==> config.mk <==
export PLATFORM = sky130hd
export DESIGN_NAME = add_sub_acc_flat
export DESIGN_NICKNAME = d
export VERILOG_FILES = /design/src/rtl/add_sub_acc_if.sv /design/src/rtl/add_sub_acc.sv /design/src/flat_wrapper.sv
export SDC_FILE = /design/constraint.sdc
export NUM_CORES = 1
export LEC_CHECK = 0
export CAP_MARGIN = 5
export CORE_MARGIN = 5
export CORE_UTILIZATION = 44
export DETAILED_ROUTE_END_ITERATION = 7
export GPL_TIMING_DRIVEN = 1
export PLACE_DENSITY = 0.83
export SLEW_MARGIN = 10
export SYNTH_ARGS = -nofsm -noshare
export SYNTH_HDL_FRONTEND = slang
export SYNTH_SLANG_ARGS = --single-unit
==> constraint.sdc <==
create_clock -name clk -period 2.8 [get_ports clk]
set_input_delay 0.56 -clock clk [delete_from_list [all_inputs] [get_ports clk]]
set_output_delay 0.56 -clock clk [all_outputs]
set_load 0.01 [all_outputs]
==> src/rtl/add_sub_acc_if.sv <==
// Operand/result handshake bundle for add_sub_acc: operands flow in on
// in_valid/in_ready, results flow out on out_valid/out_ready.
interface add_sub_acc_if #(
    parameter int W = 8
);
    logic         in_valid;
    logic         in_ready;
    logic [W-1:0] a;
    logic [W-1:0] b;
    logic [1:0]   op;
    logic         sat;
    logic         acc_clr;
    logic         out_valid;
    logic         out_ready;
    logic [W-1:0] s;
    logic         c;
    logic         ovf;
    logic         z;
    logic [W-1:0] acc;

    modport master (
        output in_valid, a, b, op, sat, acc_clr, out_ready,
        input  in_ready, out_valid, s, c, ovf, z, acc
    );

    modport slave (
        input  in_valid, a, b, op, sat, acc_clr, out_ready,
        output in_ready, out_valid, s, c, ovf, z, acc
    );
endinterface

==> src/rtl/add_sub_acc.sv <==
// Registered W-bit add/subtract unit with accumulator, optional unsigned
// saturation, carry/borrow, signed overflow and zero flags.
module add_sub_acc #(
    parameter int           W        = 8,
    parameter logic [W-1:0] ACC_INIT = '0
) (
    input  logic        clk,
    input  logic        rst,
    add_sub_acc_if.slave bus
);
    logic         is_add;
    logic         is_acc;
    logic         accept;
    logic [W-1:0] x;
    logic [W-1:0] y;
    logic [W:0]   r;
    logic         c_n;
    logic         ovf_n;
    logic [W-1:0] s_n;
    logic         z_n;

    logic         out_valid_q;
    logic [W-1:0] s_q;
    logic         c_q;
    logic         ovf_q;
    logic         z_q;
    logic [W-1:0] acc_q;

    assign is_add = bus.op[0];
    assign is_acc = bus.op[1];
    assign bus.in_ready = !out_valid_q || bus.out_ready;
    assign accept = bus.in_valid && bus.in_ready;

    // Carry and borrow both fall out of bit W of the widened result.
    always_comb begin
        x     = is_acc ? acc_q : bus.a;
        y     = is_acc ? bus.a : bus.b;
        r     = is_add ? ({1'b0, x} + {1'b0, y}) : ({1'b0, x} - {1'b0, y});
        c_n   = r[W];
        ovf_n = is_add ? ((x[W-1] == y[W-1]) && (r[W-1] != x[W-1]))
                       : ((x[W-1] != y[W-1]) && (r[W-1] != x[W-1]));
        s_n   = r[W-1:0];
        if (bus.sat && c_n) begin
            s_n = is_add ? '1 : '0;
        end
        z_n   = (s_n == '0);
    end

    always_ff @(posedge clk or posedge rst) begin
        if (rst) begin
            out_valid_q <= 1'b0;
            s_q         <= '0;
            c_q         <= 1'b0;
            ovf_q       <= 1'b0;
            z_q         <= 1'b0;
            acc_q       <= ACC_INIT;
        end else begin
            if (accept) begin
                out_valid_q <= 1'b1;
                s_q         <= s_n;
                c_q         <= c_n;
                ovf_q       <= ovf_n;
                z_q         <= z_n;
            end else if (bus.out_ready) begin
                out_valid_q <= 1'b0;
            end
            // A coincident clear overrides the accumulate write-back.
            if (bus.acc_clr) begin
                acc_q <= ACC_INIT;
            end else if (accept && is_acc) begin
                acc_q <= s_n;
            end
        end
    end

    assign bus.out_valid = out_valid_q;
    assign bus.s         = s_q;
    assign bus.c         = c_q;
    assign bus.ovf       = ovf_q;
    assign bus.z         = z_q;
    assign bus.acc       = acc_q;
endmodule

==> src/flat_wrapper.sv <==
// flat-port wrapper written by rule: the top's interface ports become plain ports
module add_sub_acc_flat 
#(
    parameter int           W        = 8,
    parameter logic [W-1:0] ACC_INIT = '0
)
  (clk, rst, bus_in_valid, bus_a, bus_b, bus_op, bus_sat, bus_acc_clr, bus_out_ready, bus_in_ready, bus_out_valid, bus_s, bus_c, bus_ovf, bus_z, bus_acc);
  add_sub_acc_if #(.W(W)) bus_i ();
  input  logic clk;
  input  logic rst;
  input wire logic [$bits(bus_i.in_valid)-1:0] bus_in_valid;
  input wire logic [$bits(bus_i.a)-1:0] bus_a;
  input wire logic [$bits(bus_i.b)-1:0] bus_b;
  input wire logic [$bits(bus_i.op)-1:0] bus_op;
  input wire logic [$bits(bus_i.sat)-1:0] bus_sat;
  input wire logic [$bits(bus_i.acc_clr)-1:0] bus_acc_clr;
  input wire logic [$bits(bus_i.out_ready)-1:0] bus_out_ready;
  output wire logic [$bits(bus_i.in_ready)-1:0] bus_in_ready;
  output wire logic [$bits(bus_i.out_valid)-1:0] bus_out_valid;
  output wire logic [$bits(bus_i.s)-1:0] bus_s;
  output wire logic [$bits(bus_i.c)-1:0] bus_c;
  output wire logic [$bits(bus_i.ovf)-1:0] bus_ovf;
  output wire logic [$bits(bus_i.z)-1:0] bus_z;
  output wire logic [$bits(bus_i.acc)-1:0] bus_acc;
  assign bus_i.in_valid = bus_in_valid;
  assign bus_i.a = bus_a;
  assign bus_i.b = bus_b;
  assign bus_i.op = bus_op;
  assign bus_i.sat = bus_sat;
  assign bus_i.acc_clr = bus_acc_clr;
  assign bus_i.out_ready = bus_out_ready;
  assign bus_in_ready = bus_i.in_ready;
  assign bus_out_valid = bus_i.out_valid;
  assign bus_s = bus_i.s;
  assign bus_c = bus_i.c;
  assign bus_ovf = bus_i.ovf;
  assign bus_z = bus_i.z;
  assign bus_acc = bus_i.acc;
  add_sub_acc #(.W(W), .ACC_INIT(ACC_INIT)) u_core (.clk(clk), .rst(rst), .bus(bus_i));
endmodule
# --- After elaboration in Yosys (flattened, before gate mapping) ---
# Cells that the tools add are included.
totals:
  ff_bits: 20
  inputBits: 24
  out_inout_bits: 21
  word_cells: 31
classes:
  addsub: 2
  n_eq_ne: 3
  muxes: 10
  reduce_logical: 10
ops:
  columns: ["cell", "n"]
  rows:
  - ["$mux W8", 6]
  - ["$add A8 B8 Y9", 1]
  - ["$mux W9", 1]
  - ["$sub A8 B8 Y9", 1]
  - ["$logic_not A8 Y1", 1]
  - ["$logic_and A1 B1 Y1", 5]
  - ["$reduce_bool A2 Y1", 2]
  - ["$mux W1", 3]
  - ["$ne A1 B1 Y1", 2]
  - ["$eq A1 B1 Y1", 1]
  - ["$logic_not A1 Y1", 1]
  - ["$logic_or A1 B1 Y1", 1]

# --- Longest topological paths before layout ---
# Gate-level depths: netlist (run 1).
logic_depth:
  word_depth: 7
  ltp_mapped: 14
  depth_no_buf: 12

# --- Least setup slack after synthesis (run 1) ---
# OpenSTA, ideal clock, no wires.
synth_path:
  kind: "input-to-reg"
  start: "input bus_op[1]"
  end: "register u_core.acc_q[1], in the netlist u_core.bus.acc[1]"
  setup_time_ns: 0.138
  arrival_ns: 3.607
  required_time_ns: 2.662
  setup_slack_ns: -0.945
  cell_stages: 12
  n_path_buf: 4
  path_cell_list: "buf_6 -> clkbuf_1 -> clkbuf_1 -> mux2_2 -> ha_1 -> fa_1 -> a211oi_1 -> o211ai_1 -> a2111o_2 -> buf_4 -> nand4_1 -> nand3_1"
synth_via:
  elab_chain_len: 7
  elab_cells_between_ends: 11
  cone_classes: "add/sub (2); mux (6); reduce/logical (3)"
synth_rtl:
  columns: ["element", "line", "rtl"]
  rows:
  - ["start: declaration", "flat_wrapper.sv:14", "input wire logic [$bits(bus_i.op)-1:0] bus_op;"]
  - ["$mux W8 (on tied branches)", "add_sub_acc.sv:36, add_sub_acc.sv:37", null]
  - ["$sub A8 B8 Y9 or $add A8 B8 Y9 (tied branches)", "add_sub_acc.sv:38", "r = is_add ? ({1'b0, x} + {1'b0, y}) : ({1'b0, x} - {1'b0, y});"]
  - ["$mux W9", "add_sub_acc.sv:38", null]
  - ["$logic_and A1 B1 Y1", "add_sub_acc.sv:43", "if (bus.sat && c_n) begin"]
  - ["$mux W8", "add_sub_acc.sv:43", null]
  - ["$mux W8", "add_sub_acc.sv:70", "end else if (accept && is_acc) begin"]
  - ["$mux W8", "add_sub_acc.sv:68", "if (bus.acc_clr) begin"]
  - ["end signal: assignment", "add_sub_acc.sv:71", "acc_q <= s_n;"]
  - ["end: declaration", "add_sub_acc.sv:27", "logic [W-1:0] acc_q;"]
# Several ways; a longest one is shown, not always the timed one. The select of a mux whose other input is x is not followed.
# A chain may end at the register's enable or synchronous reset.

# --- Worst setup path after layout (run 1) ---
layout_path:
  start: "input bus_op[1]"
  end: "register u_core.s_q[3], in the netlist u_core.bus.s[3]"
layout_via:
  elab_chain_len: 5
  elab_cells_between_ends: 7
  cone_classes: "add/sub (2); mux (4); reduce/logical (1)"
layout_rtl:
  columns: ["element", "line", "rtl"]
  rows:
  - ["$mux W8 (on tied branches)", "add_sub_acc.sv:36, add_sub_acc.sv:37", null]
  - ["$sub A8 B8 Y9 or $add A8 B8 Y9 (tied branches)", "add_sub_acc.sv:38", null]
  - ["$mux W9 *", "add_sub_acc.sv:38", null]
  - ["$logic_and A1 B1 Y1", "add_sub_acc.sv:43", null]
  - ["$mux W8 *", "add_sub_acc.sv:43", null]
  - ["end signal: assignment", "add_sub_acc.sv:60", "s_q <= s_n;"]
  - ["end: declaration", "add_sub_acc.sv:23", "logic [W-1:0] s_q;"]
# Mark *: on every way between the ends. The rest lies on a longest branch, timed or not.

==> key figures, run 1 <==
Status
  – Status: finished with violations
  – Failing checks: setup timing

Floorplanning
  – Core area: 0.00369 mm2
  – Ports: 45
  – # rows: 22
  – Die width: 71.9 um
  – Die area: 0.00516 mm2
  – Initial Utilization: 0.457
  – Die H: 71.9 um

Synthesis
  – Seq/Total Area, Yosys: 0.297
  – Yosys Warn Count: 0
  – EDFF count, synth: 0
  – Syn Nets: 220
  – Ys flop type: dfrtp_1
  – Synthesized area per cell: 9.05 um2
  – Synth async-reset ratio: 1.00
  – Area of the mapped netlist: 0.00168 mm2
  – Mapped Cells: 186
  – Register bit total from synthesis: 20
  – Post-synth cell types: 49

Timing
  – Setup violations, final: 19
  – Worst slew pin tran: 783 ps
  – Crit share post-route: 1.24
  – Fin worst setup slack: -667 ps
  – Achievable Freq: 288 MHz
  – Slew Limit Fails: 0
  – RSZ-0062 raised after global routing: yes
  – Post-layout min period: 3470 ps
  – Final hold vios: 0
  – Relative slew slack: 0.477
  – Skew final: 12.4 ps

Global routing
  – Total grt overflow: 0
  – Vias in the first global route: 1882
  – Pin count of the biggest net entering global routing: 27
  – Initial antenna violation count: 0
  – GRT Total Usage: 0.217
  – First-pass GRT wire length: 8980 um

Placed design
  – Hpwl dp: 3870 um
  – Buffers added on ports: 44
  – Placer Congestion: 0.868

Power and ir drop
  – Share of power burned in registers: 0.252
  – Switching Share: 0.349
  – Clock share of power: 0.192
  – LEAKAGE: 1.21 nW
  – Logic pwr share: 0.556
  – Peak supply drop: 469 uV
  – Sw Pwr: 0.000526 W
  – PwrDens: 544 mW/mm2
  – Internal: 0.000980 W
  – PnR Total Power: 0.00151 W

Critical path
  – CP max FO: 5
  – CP arrival: 3610 ps
  – Critical path class: primary input to flip-flop
  – Data required time of the critical path: 2940 ps
  – CP startpoint kind: primary input
  – Critical path origin: bus_op[1]
  – CP Capture Type: flip-flop
  – Reg-to-Reg Start: u_core.bus.acc[0]$_DFFE_PP0P_

CTS
  – Root buf cell: clkbuf_8
  – Clock latency on the worst-skew pair: 260 ps
  – CTS Buffer Depth: 2
  – TritonCTS clock tree: done
  – CTS clock-pin slew for the worst setup and hold paths: 80 ps
  – CTS buffer count: 3
  – Clock sinks: 20
  – H-tree depth: 1

Flow run
  – Max_cap viols: 0

Layout
  – Antenna diode instance count: 0
  – P&R area growth vs syn: 64.3%
  – Final core occ: 0.750
  – Number of fill cells: 262
  – Commonest non-fill, non-tap cell in the layout: buf_4
  – Commonest non-fill, non-tap cells in the layout: buf_4 (42), clkdlybuf4s50_1 (38), dfrtp_1 (20)
  – Ratio of cells with drive above 1 in the final layout: 0.345
  – Final nets: 310

Drt
  – Routed length per instance: 18.0 um
  – Post-route ant nets: 0
  – Pre-antenna DRT Iters: 4
  – Vias/cell: 5.91
  – Vias: 1909
  – Remaining DRCs: 0
  – Total wire length: 5800 um
  – Initial DRC Count: 142

Hold path
  – Hold_sp: u_core.bus.c$_DFFE_PP0P_
  – Hold Path Class: flip-flop to flip-flop
-- worst max-delay path, stage by stage --
cell      delay [ps]
buf_12           110
mux2i_4          190
ha_4             170
buf_4            120
buf_4            120
nor2_1           160
xnor2_1          160
ha_1             290
a211oi_1         470
o211ai_1         280
buf_4            210
a2111o_1         510
nand3b_1         170
a21oi_2           80
-- kinds of logic (layout without fill, tap and decap cells) --
family                     after synthesis  after routing  share of synthesized area
xor gates and xnor gates                12             12                     0.0624
DFF                                     20             20                      0.297
adders and majority gates               10             10                     0.0788
AOI/OAI and AO/OA                       44             45                      0.192
buffers and inverters                   12            100                     0.0342
muxes                                   15             15                     0.0951
and+or+nand+nor                         73             73                      0.240
-- final cells by class --
type,instances,area [um2],area share
timing repair buffer,92,812,0.293
tap,48,60.1,0.0217
clock inverter,1,30.0,0.0108
clock buffer,3,41.3,0.0149
sequential,20,500,0.181
inverter,4,15.0,0.00542
multi-input combinational,155,1310,0.473
-- worst paths after layout --
check | to | slack [ps] | cells past startpoint
worst max-delay path | u_core.bus.s[3]$_DFFE_PP0P_ | -670 | 14
worst min-delay path | u_core.bus.c$_DFFE_PP0P_ | 480 | 2
worst max register to register | u_core.bus.s[3]$_DFFE_PP0P_ | -270 | 9
worst min register to register | u_core.bus.c$_DFFE_PP0P_ | 480 | 2
max in group asynchronous | u_core.bus.s[6]$_DFFE_PP0P_ | 1560 | 2
min in group asynchronous | u_core.bus.acc[1]$_DFFE_PP0P_ | 740 | 2
-- sequential cells by signal, summed over array words and instances, names as in the netlist --
name                  count
u_core.bus.s              8
u_core.bus.c              1
u_core.bus.z              1
u_core.bus.acc            8
u_core.bus.ovf            1
u_core.bus.out_valid      1
-- through the flow --
| step | TNS, ps | hold WS (ps) | setup WS (ps) | cell area (um2) | instances |
|---|---|---|---|---|---|
| after global routing | -12950 | 545 | -789 | 2770 | 323 |
| after global placement | -23100 | 471 | -1320 | 2520 | 312 |
| final | -10680 | 483 | -667 | 2770 | 323 |
| after detailed placement | -25190 | 465 | -1400 | 2520 | 312 |
| after CTS | -7730 | 488 | -473 | 2720 | 322 |
| after floorplan | -10480 | 514 | -758 | 1770 | 186 |
-- cell usage after synthesis (4+ instances only) --
cell       n  share of area
o211ai_1   7          0.031
a21oi_1   13          0.039
and2_1     4          0.015
xor2_1     4          0.021
inv_1      4         0.0089
nand4_1    7          0.026
ha_1       9          0.067
dfrtp_1   20           0.30
xnor2_1    8          0.042
nor2_1    16          0.036
nand3_1   10          0.030
clkbuf_1   5          0.011
nand3b_1   4          0.018
or3_1      4          0.015
nand2_1   12          0.027
mux2i_1    7          0.042
mux2_2     8          0.053
-- power groups by stage --
stage	registers (W)	clock network, W	logic [W]
4_1_cts	0.000380	0.000292	0.000786
6_report	0.000380	0.000290	0.000837
3_3_place_gp	0.000385	0	0.000723
5_1_grt	0.000386	0.000307	0.000898
3_5_place_dp	0.000385	0	0.000734
2_1_floorplan	0.000408	0	0.000356
-- metal layers --
| metal | routed length (um) | share of wire | track usage |
|---|---|---|---|
| met5 | 0 | 0 | 0 |
| met4 | 96 | 0.017 | 0.0418 |
| met3 | 351 | 0.060 | 0.0421 |
| met2 | 2900 | 0.50 | 0.372 |
| met1 | 2450 | 0.42 | 0.282 |
-- timing repair --
action / 4_1_cts / 5_1_grt
hold buffers: 0 / 0
setup buffers: 5 / 1
gates cloned: 1 / 0
setup endpoints to repair: 19 / 19
resized for setup: 41 / 8
pin swaps: 19 / 6
Power figures use the tool's default switching activity.
==> run 2: changes to the inputs <==
--- a/config.mk
+++ b/config.mk
@@ -7,10 +7,11 @@
 export LEC_CHECK = 0
 export CAP_MARGIN = 5
 export CORE_MARGIN = 5
-export CORE_UTILIZATION = 44
+export CORE_UTILIZATION = 45
+export CTS_BUF_LIST = sky130_fd_sc_hd__clkbuf_8
 export DETAILED_ROUTE_END_ITERATION = 7
 export GPL_TIMING_DRIVEN = 1
-export PLACE_DENSITY = 0.83
+export PLACE_DENSITY = 0.84
 export SLEW_MARGIN = 10
 export SYNTH_ARGS = -nofsm -noshare
 export SYNTH_HDL_FRONTEND = slang
==> run 2 against run 1 <==
Compared with the run above:
- the flow still finishes with violations (setup timing)
- critical path depth is 1 higher
- final cell count is 2.2% higher
- sequential share of layout area shrank 0.25 points
- routed wire length rose by 1.4%
- register-to-register slack better by 210 ps
- sequential power about the same
- core utilization up 2.2 points
- die area decreased by 1.9%
- global-route usage up 2.5 points
- clock skew shrank 5.1 ps
- first-iteration DRC count down 23%
- maximum frequency grew 1.1%
- largest power group unchanged
==> key figures, run 2 (synthesis gave the netlist of run 1 again) <==
Status
  – Status: finished with violations
  – Failing checks: setup timing

Drt
  – Initial DRC Count: 110
  – Pre-antenna DRT Iters: 5
  – Vias/cell: 5.85
  – Post-route ant nets: 0
  – Routed length per instance: 17.8 um
  – Total wire length: 5880 um
  – Vias: 1931
  – Remaining DRCs: 0

Floorplanning
  – Core area: 0.00363 mm2
  – Die H: 71.2 um
  – Initial Utilization: 0.463
  – Ports: 45
  – Die area: 0.00507 mm2
  – # rows: 22
  – Die width: 71.2 um

CTS
  – H-tree depth: 1
  – Clock latency on the worst-skew pair: 260 ps
  – CTS buffer count: 3
  – Root buf cell: clkbuf_8
  – Clock sinks: 20
  – Post-CTS Hold Buffers: 0
  – TritonCTS clock tree: done
  – CTS clock-pin slew for the worst setup and hold paths: 80 ps
  – CTS Buffer Depth: 2

Global routing
  – Initial antenna violation count: 0
  – Total grt overflow: 0
  – Pin count of the biggest net entering global routing: 26
  – First-pass GRT wire length: 9990 um
  – Vias in the first global route: 2046
  – GRT Total Usage: 0.242

Layout
  – Final core occ: 0.772
  – Multi-input logic area: 0.00129 mm2
  – Commonest non-fill, non-tap cells in the layout: buf_4 (49), clkdlybuf4s50_1 (39), dfrtp_1 (20)
  – Final nets: 317
  – Final instance area: 0.00281 mm2
  – Final Instance Count excl. Fillers: 330
  – Number of fill cells: 253
  – Antenna diode instance count: 0
  – Ratio of cells with drive above 1 in the final layout: 0.358
  – Commonest non-fill, non-tap cell in the layout: buf_4
  – Register area: 500 um2
  – P&R area growth vs syn: 66.6%

Timing
  – Crit share post-route: 1.22
  – Fin worst setup slack: -628 ps
  – Achievable Freq: 292 MHz
  – RSZ-0062 raised after global routing: yes
  – Worst slew pin tran: 788 ps
  – Slew Limit Fails: 0
  – Post-layout min period: 3430 ps
  – Skew final: 7.30 ps
  – Relative slew slack: 0.474
  – Setup violations, final: 19
  – Final hold vios: 0

Power and ir drop
  – PwrDens: 548 mW/mm2
  – Share of power burned in registers: 0.249
  – Peak supply drop: 430 uV
  – Logic pwr share: 0.560
  – Internal: 0.000992 W
  – LEAKAGE: 1.24 nW
  – Sw Pwr: 0.000548 W
  – Switching Share: 0.356
  – Clock share of power: 0.191

Critical path
  – CP Capture Type: flip-flop
  – Worst R2R End: u_core.bus.acc[7]$_DFFE_PP0P_
  – CP arrival: 3570 ps
  – Reg-to-Reg Start: u_core.bus.acc[0]$_DFFE_PP0P_
  – CP startpoint kind: primary input
  – CP max FO: 6
  – Critical path class: primary input to flip-flop
  – R2r setup slk: -60 ps
  – Data required time of the critical path: 2940 ps
  – Depth of the most critical reg-to-reg path: 8

Hold path
  – Worst hold path depth: 2
  – Hold_sp: u_core.bus.c$_DFFE_PP0P_
  – Hold Path Class: flip-flop to flip-flop
  – Hold path endpoint: u_core.bus.c$_DFFE_PP0P_

Placed design
  – Placed insts: 319
  – Placer Congestion: 0.890
  – Buffers added on ports: 44
  – Hpwl dp: 4000 um
  – Dpl cell area: 0.00258 mm2

Flow run
  – Max_cap viols: 0
==> run 2: layer usage <==
| layer | global-route usage | part of all wire | wire, um | vias up |
|---|---|---|---|---|
| met5 | 0 | 0 | 0 | - |
| met4 | 0.117 | 0.046 | 271 | 0 |
| met3 | 0.0540 | 0.071 | 417 | 35 |
| met2 | 0.413 | 0.50 | 2910 | 100 |
| met1 | 0.284 | 0.39 | 2280 | 894 |
| li1 | - | - | - | 902 |
==> run 2: cell type report <==
| cell class | instances | area share |
|---|---|---|
| Multi-Input combinational cell | 155 | 0.461 |
| Timing Repair Buffer | 99 | 0.309 |
| Sequential cell | 20 | 0.178 |
| Tap cell | 48 | 0.0214 |
| Clock buffer | 3 | 0.0147 |
| Clock inverter | 1 | 0.0107 |
| Inverter | 4 | 0.00535 |
==> run 2: worst max path at each step <==
stage	startpoint	slack, ps	to	depth (start not counted)
detailed placement	bus_op[1]	-1400	u_core.bus.z$_DFFE_PP0P_	15
global placement	bus_op[1]	-1340	u_core.bus.z$_DFFE_PP0P_	15
finish	bus_op[1]	-630	u_core.bus.s[3]$_DFFE_PP0P_	15
floorplan	bus_op[1]	-760	u_core.bus.ovf$_DFFE_PP0P_	12
global route	bus_op[1]	-800	u_core.bus.acc[1]$_DFFE_PP0P_	15
CTS	bus_op[1]	-630	u_core.bus.acc[0]$_DFFE_PP0P_	16
==> run 2: timing repair <==
action                                  in CTS  in global routing
buffers inserted                             7                  0
endpoints found under the setup margin      19                 19
pin swaps                                   16                  9
gates cloned                                 1                  0
gates resized for setup                     27                 13
hold endpoints to repair                     0                  0
==> run 2: per-stage QoR <==
stage               setup TNS (ps)  total power, W  setup slack (ps)  hold WS, ps
floorplan                   -10480        0.000764              -758          514
global placement            -22880         0.00113             -1340          465
detailed placement          -24530         0.00114             -1400          467
CTS                         -11270         0.00150              -635          483
global route                -14250         0.00163              -804          515
finish                      -11070         0.00154              -628          484
==> run 2: critical path: stages <==
cell and delay (ps):
buf_12 90, mux2i_4 260, ha_4 170, or4bb_4 470
and3b_1 200, xnor2_1 130, ha_1 330, o211ai_1 120
o211ai_1 420, buf_4 220, o2111ai_4 130, buf_6 180
buf_6 110, nand3b_1 110, a21oi_2 60
==> run 2: power by group through the flow <==
stage	clock network [W]	logic [W]	registers (W)
floorplan	0	0.000356	0.000408
global placement	0	0.000743	0.000386
detailed placement	0	0.000759	0.000385
CTS	0.000297	0.000825	0.000382
global route	0.000308	0.000925	0.000392
finish	0.000295	0.000862	0.000383
==> run 3: changes to the inputs <==
--- a/config.mk
+++ b/config.mk
@@ -5,13 +5,16 @@
 export SDC_FILE = /design/constraint.sdc
 export NUM_CORES = 1
 export LEC_CHECK = 0
+export ABC_AREA = 1
 export CAP_MARGIN = 5
+export CELL_PAD_IN_SITES_DETAIL_PLACEMENT = 1
+export CELL_PAD_IN_SITES_GLOBAL_PLACEMENT = 2
 export CORE_MARGIN = 5
-export CORE_UTILIZATION = 45
+export CORE_UTILIZATION = 25
 export CTS_BUF_LIST = sky130_fd_sc_hd__clkbuf_8
 export DETAILED_ROUTE_END_ITERATION = 7
 export GPL_TIMING_DRIVEN = 1
-export PLACE_DENSITY = 0.84
+export PLACE_DENSITY = 0.85
 export SLEW_MARGIN = 10
 export SYNTH_ARGS = -nofsm -noshare
 export SYNTH_HDL_FRONTEND = slang
==> run 3 against run 2 <==
Compared with the run above:
- the flow still finishes with violations (setup timing)
- setup slack improved by 560 ps
- register-to-register slack improved by 580 ps
- non-clock buffer count rose by 10
- critical path type unchanged
- critical endpoint is now u_core.bus.z$_DFFE_PP0P_
- largest cell class unchanged
- highest routed layer unchanged
==> key figures, run 3 <==
Synthesis
  – Post-synth top area share: 0.299
  – Synth async-reset ratio: 1.00
  – Seq/Total Area, Yosys: 0.299
  – Cell taking the most area after synthesis: dfrtp_1
  – Synthesized area per cell: 7.19 um2
  – Post-synth cell types: 30
  – Post-synth top cells: nand2_1 (62), inv_1 (36), dfrtp_1 (20)
  – Area of the mapped netlist: 0.00168 mm2
  – Synth area leaders: dfrtp_1 (30%), nand2_1 (14%), inv_1 (8.1%), ha_1 (6.7%), xor2_1 (4.7%)
  – Simple-gate area share of the yosys netlist: 0.291
  – Ys flop type: dfrtp_1
  – Yosys Warn Count: 0
  – EDFF count, synth: 0
  – Mux share of post-synthesis cell area: 0
  – Main combinational cell family by area after synthesis: simple AND/OR/NAND/NOR gates
  – Synth Area in XOR/XNOR: 0.0627
  – Mapped Cells: 233
  – Register bit total from synthesis: 20
  – Syn Nets: 267
  – Adder-cell share of the synthesized area: 0.0792
  – Synth Area in Compound Gates: 0.158
  – Count leader, synth: nand2_1

CTS
  – TritonCTS clock tree: done
  – CTS Buffer Depth: 2
  – H-tree depth: 1
  – CTS clock-pin slew for the worst setup and hold paths: 70 ps
  – Clock latency on the worst-skew pair: 260 ps
  – Clock sinks: 20
  – CTS buffer count: 3
  – Root buf cell: clkbuf_8

Timing
  – Post-layout min period: 2870 ps
  – Worst slew pin tran: 792 ps
  – Worst hold margin: 493 ps
  – Fin worst setup slack: -72.1 ps
  – Slew Limit Fails: 0
  – Skew final: 1.35 ps
  – Achievable Freq: 348 MHz
  – Relative slew slack: 0.469
  – Setup violations, final: 9
  – Crit share post-route: 1.03
  – Final hold vios: 0
  – RSZ-0062 raised after global routing: yes

Layout
  – Ratio of cells with drive above 1 in the final layout: 0.436
  – Final nets: 377
  – Commonest non-fill, non-tap cell in the layout: buf_4
  – P&R area growth vs syn: 83.0%
  – Antenna diode instance count: 0
  – Number of fill cells: 783
  – Commonest non-fill, non-tap cells in the layout: buf_4 (61), nand2_1 (46), clkdlybuf4s50_1 (33)

Critical path
  – CP startpoint kind: primary input
  – Data required time of the critical path: 2960 ps
  – Depth of the most critical reg-to-reg path: 15
  – Critical path class: primary input to flip-flop
  – CP Capture Type: flip-flop
  – CP max FO: 7
  – CP arrival: 3030 ps

Floorplanning
  – Initial Utilization: 0.261
  – # rows: 29
  – Die area: 0.00844 mm2
  – Ports: 45
  – Core area: 0.00642 mm2
  – Die width: 91.9 um
  – Die H: 91.9 um

Drt
  – Vias/cell: 4.69
  – Vias: 1967
  – Initial DRC Count: 57
  – Post-route ant nets: 0
  – Remaining DRCs: 0
  – Pre-antenna DRT Iters: 4
  – Total wire length: 6240 um
  – Routed length per instance: 14.9 um

Status
  – Failing checks: setup timing
  – Status: finished with violations

Power and ir drop
  – LEAKAGE: 1.47 nW
  – Peak supply drop: 264 uV
  – PwrDens: 487 mW/mm2
  – PnR Total Power: 0.00149 W

Global routing
  – Total grt overflow: 0
  – Initial antenna violation count: 0
  – GRT Total Usage: 0.150
  – Pin count of the biggest net entering global routing: 21
  – First-pass GRT wire length: 10400 um
  – Vias in the first global route: 2171

Placed design
  – Placer Congestion: 0.835
  – Buffers added on ports: 44
  – Hpwl dp: 4580 um

Flow run
  – Max_cap viols: 0

Hold path
  – Hold Path Class: flip-flop to flip-flop
  – Worst hold path depth: 2
==> run 3: cell count changes after synthesis, moves of 8 or more <==
cell     before  now
nand2_1      12   62
inv_1         4   36
nor2_1       16    8
mux2_2        8    0
o22ai_1       0    9
o21ai_0       3   15
==> run 3: path summary, 6_finish.rpt <==
kind / startpoint / to / slack (ps)
worst max-delay path: bus_op[0] / u_core.bus.z$_DFFE_PP0P_ / -70
worst max register to register: u_core.bus.acc[0]$_DFFE_PP0P_ / u_core.bus.z$_DFFE_PP0P_ / 520
max in group asynchronous: rst / u_core.bus.ovf$_DFFE_PP0P_ / 1560
min in group asynchronous: rst / u_core.bus.s[1]$_DFFE_PP0P_ / 760
worst min register to register: u_core.bus.s[0]$_DFFE_PP0P_ / u_core.bus.s[0]$_DFFE_PP0P_ / 490
worst min-delay path: u_core.bus.s[0]$_DFFE_PP0P_ / u_core.bus.s[0]$_DFFE_PP0P_ / 490
==> run 3: report_power, final <==
part	switching (W)	total, W	internal (W)	leakage (nW)
Clock	0.0000950	0.000220	0.000125	0.0288
Combinational	0.000450	0.000892	0.000441	1.19
Sequential	0.0000350	0.000380	0.000345	0.259
==> run 3: logic make-up after synthesis <==
logic type | after synthesis
xor+xnor | 12
buf+inv | 42
simple gates | 103
flops | 20
compound gates | 46
fa+ha+maj | 10
==> run 3: repair_timing <==
action                                  CTS  global route
resized for setup                        60            26
hold endpoints to repair                  0             0
hold buffers                              0             0
pin swaps                                39            18
endpoints found under the setup margin   19            19
gates cloned                              1             0
buffers inserted                         17             3
==> run 3: stage by stage <==
step / utilization / instance area [um2] / instances / TNS, ps / setup slack [ps]
final: 0.477 / 3070 / 419 / -241 / -72.1
after floorplan: - / 1750 / 233 / -1200 / -148
after CTS: 0.456 / 2930 / 416 / -119 / -57.3
after global placement: 0.403 / 2590 / 394 / -15130 / -904
after detailed placement: 0.403 / 2590 / 394 / -17420 / -1040
after global routing: 0.477 / 3070 / 419 / -2940 / -266
==> run 3: cell type report <==
type	instances	area, um2	area share
Inverter	37	144	0.0469
Timing Repair Buffer	109	946	0.309
Sequential cell	20	500	0.163
Multi-Input combinational cell	172	1320	0.432
Clock buffer	4	55.1	0.0180
Tap cell	77	96.3	0.0314
==> run 3: critical path, cell delays in order <==
cell and delay, ps:
clkdlybuf4s50_1 500, inv_2 110, buf_4 150, o21ai_0 90, nand2_2 100, xnor2_2 170, inv_2 60, ha_4 290
nand2_4 60, inv_1 50, nand2_1 50, nand2_2 100, inv_2 50, nand2_4 70, nand3_4 100, nand3_4 150
nand2_2 80, inv_2 90, nor2_1 60, nand3_1 80, nand2_1 50
==> run 3: metal layers <==
layer	part of all wire	vias up	track usage	wire length [um]
met2	0.54	30	0.278	3360
met1	0.42	960	0.182	2610
met3	0.031	7	0.0278	196
met5	0	-	0	0
met4	0.012	0	0.0235	76
li1	-	970	-	-
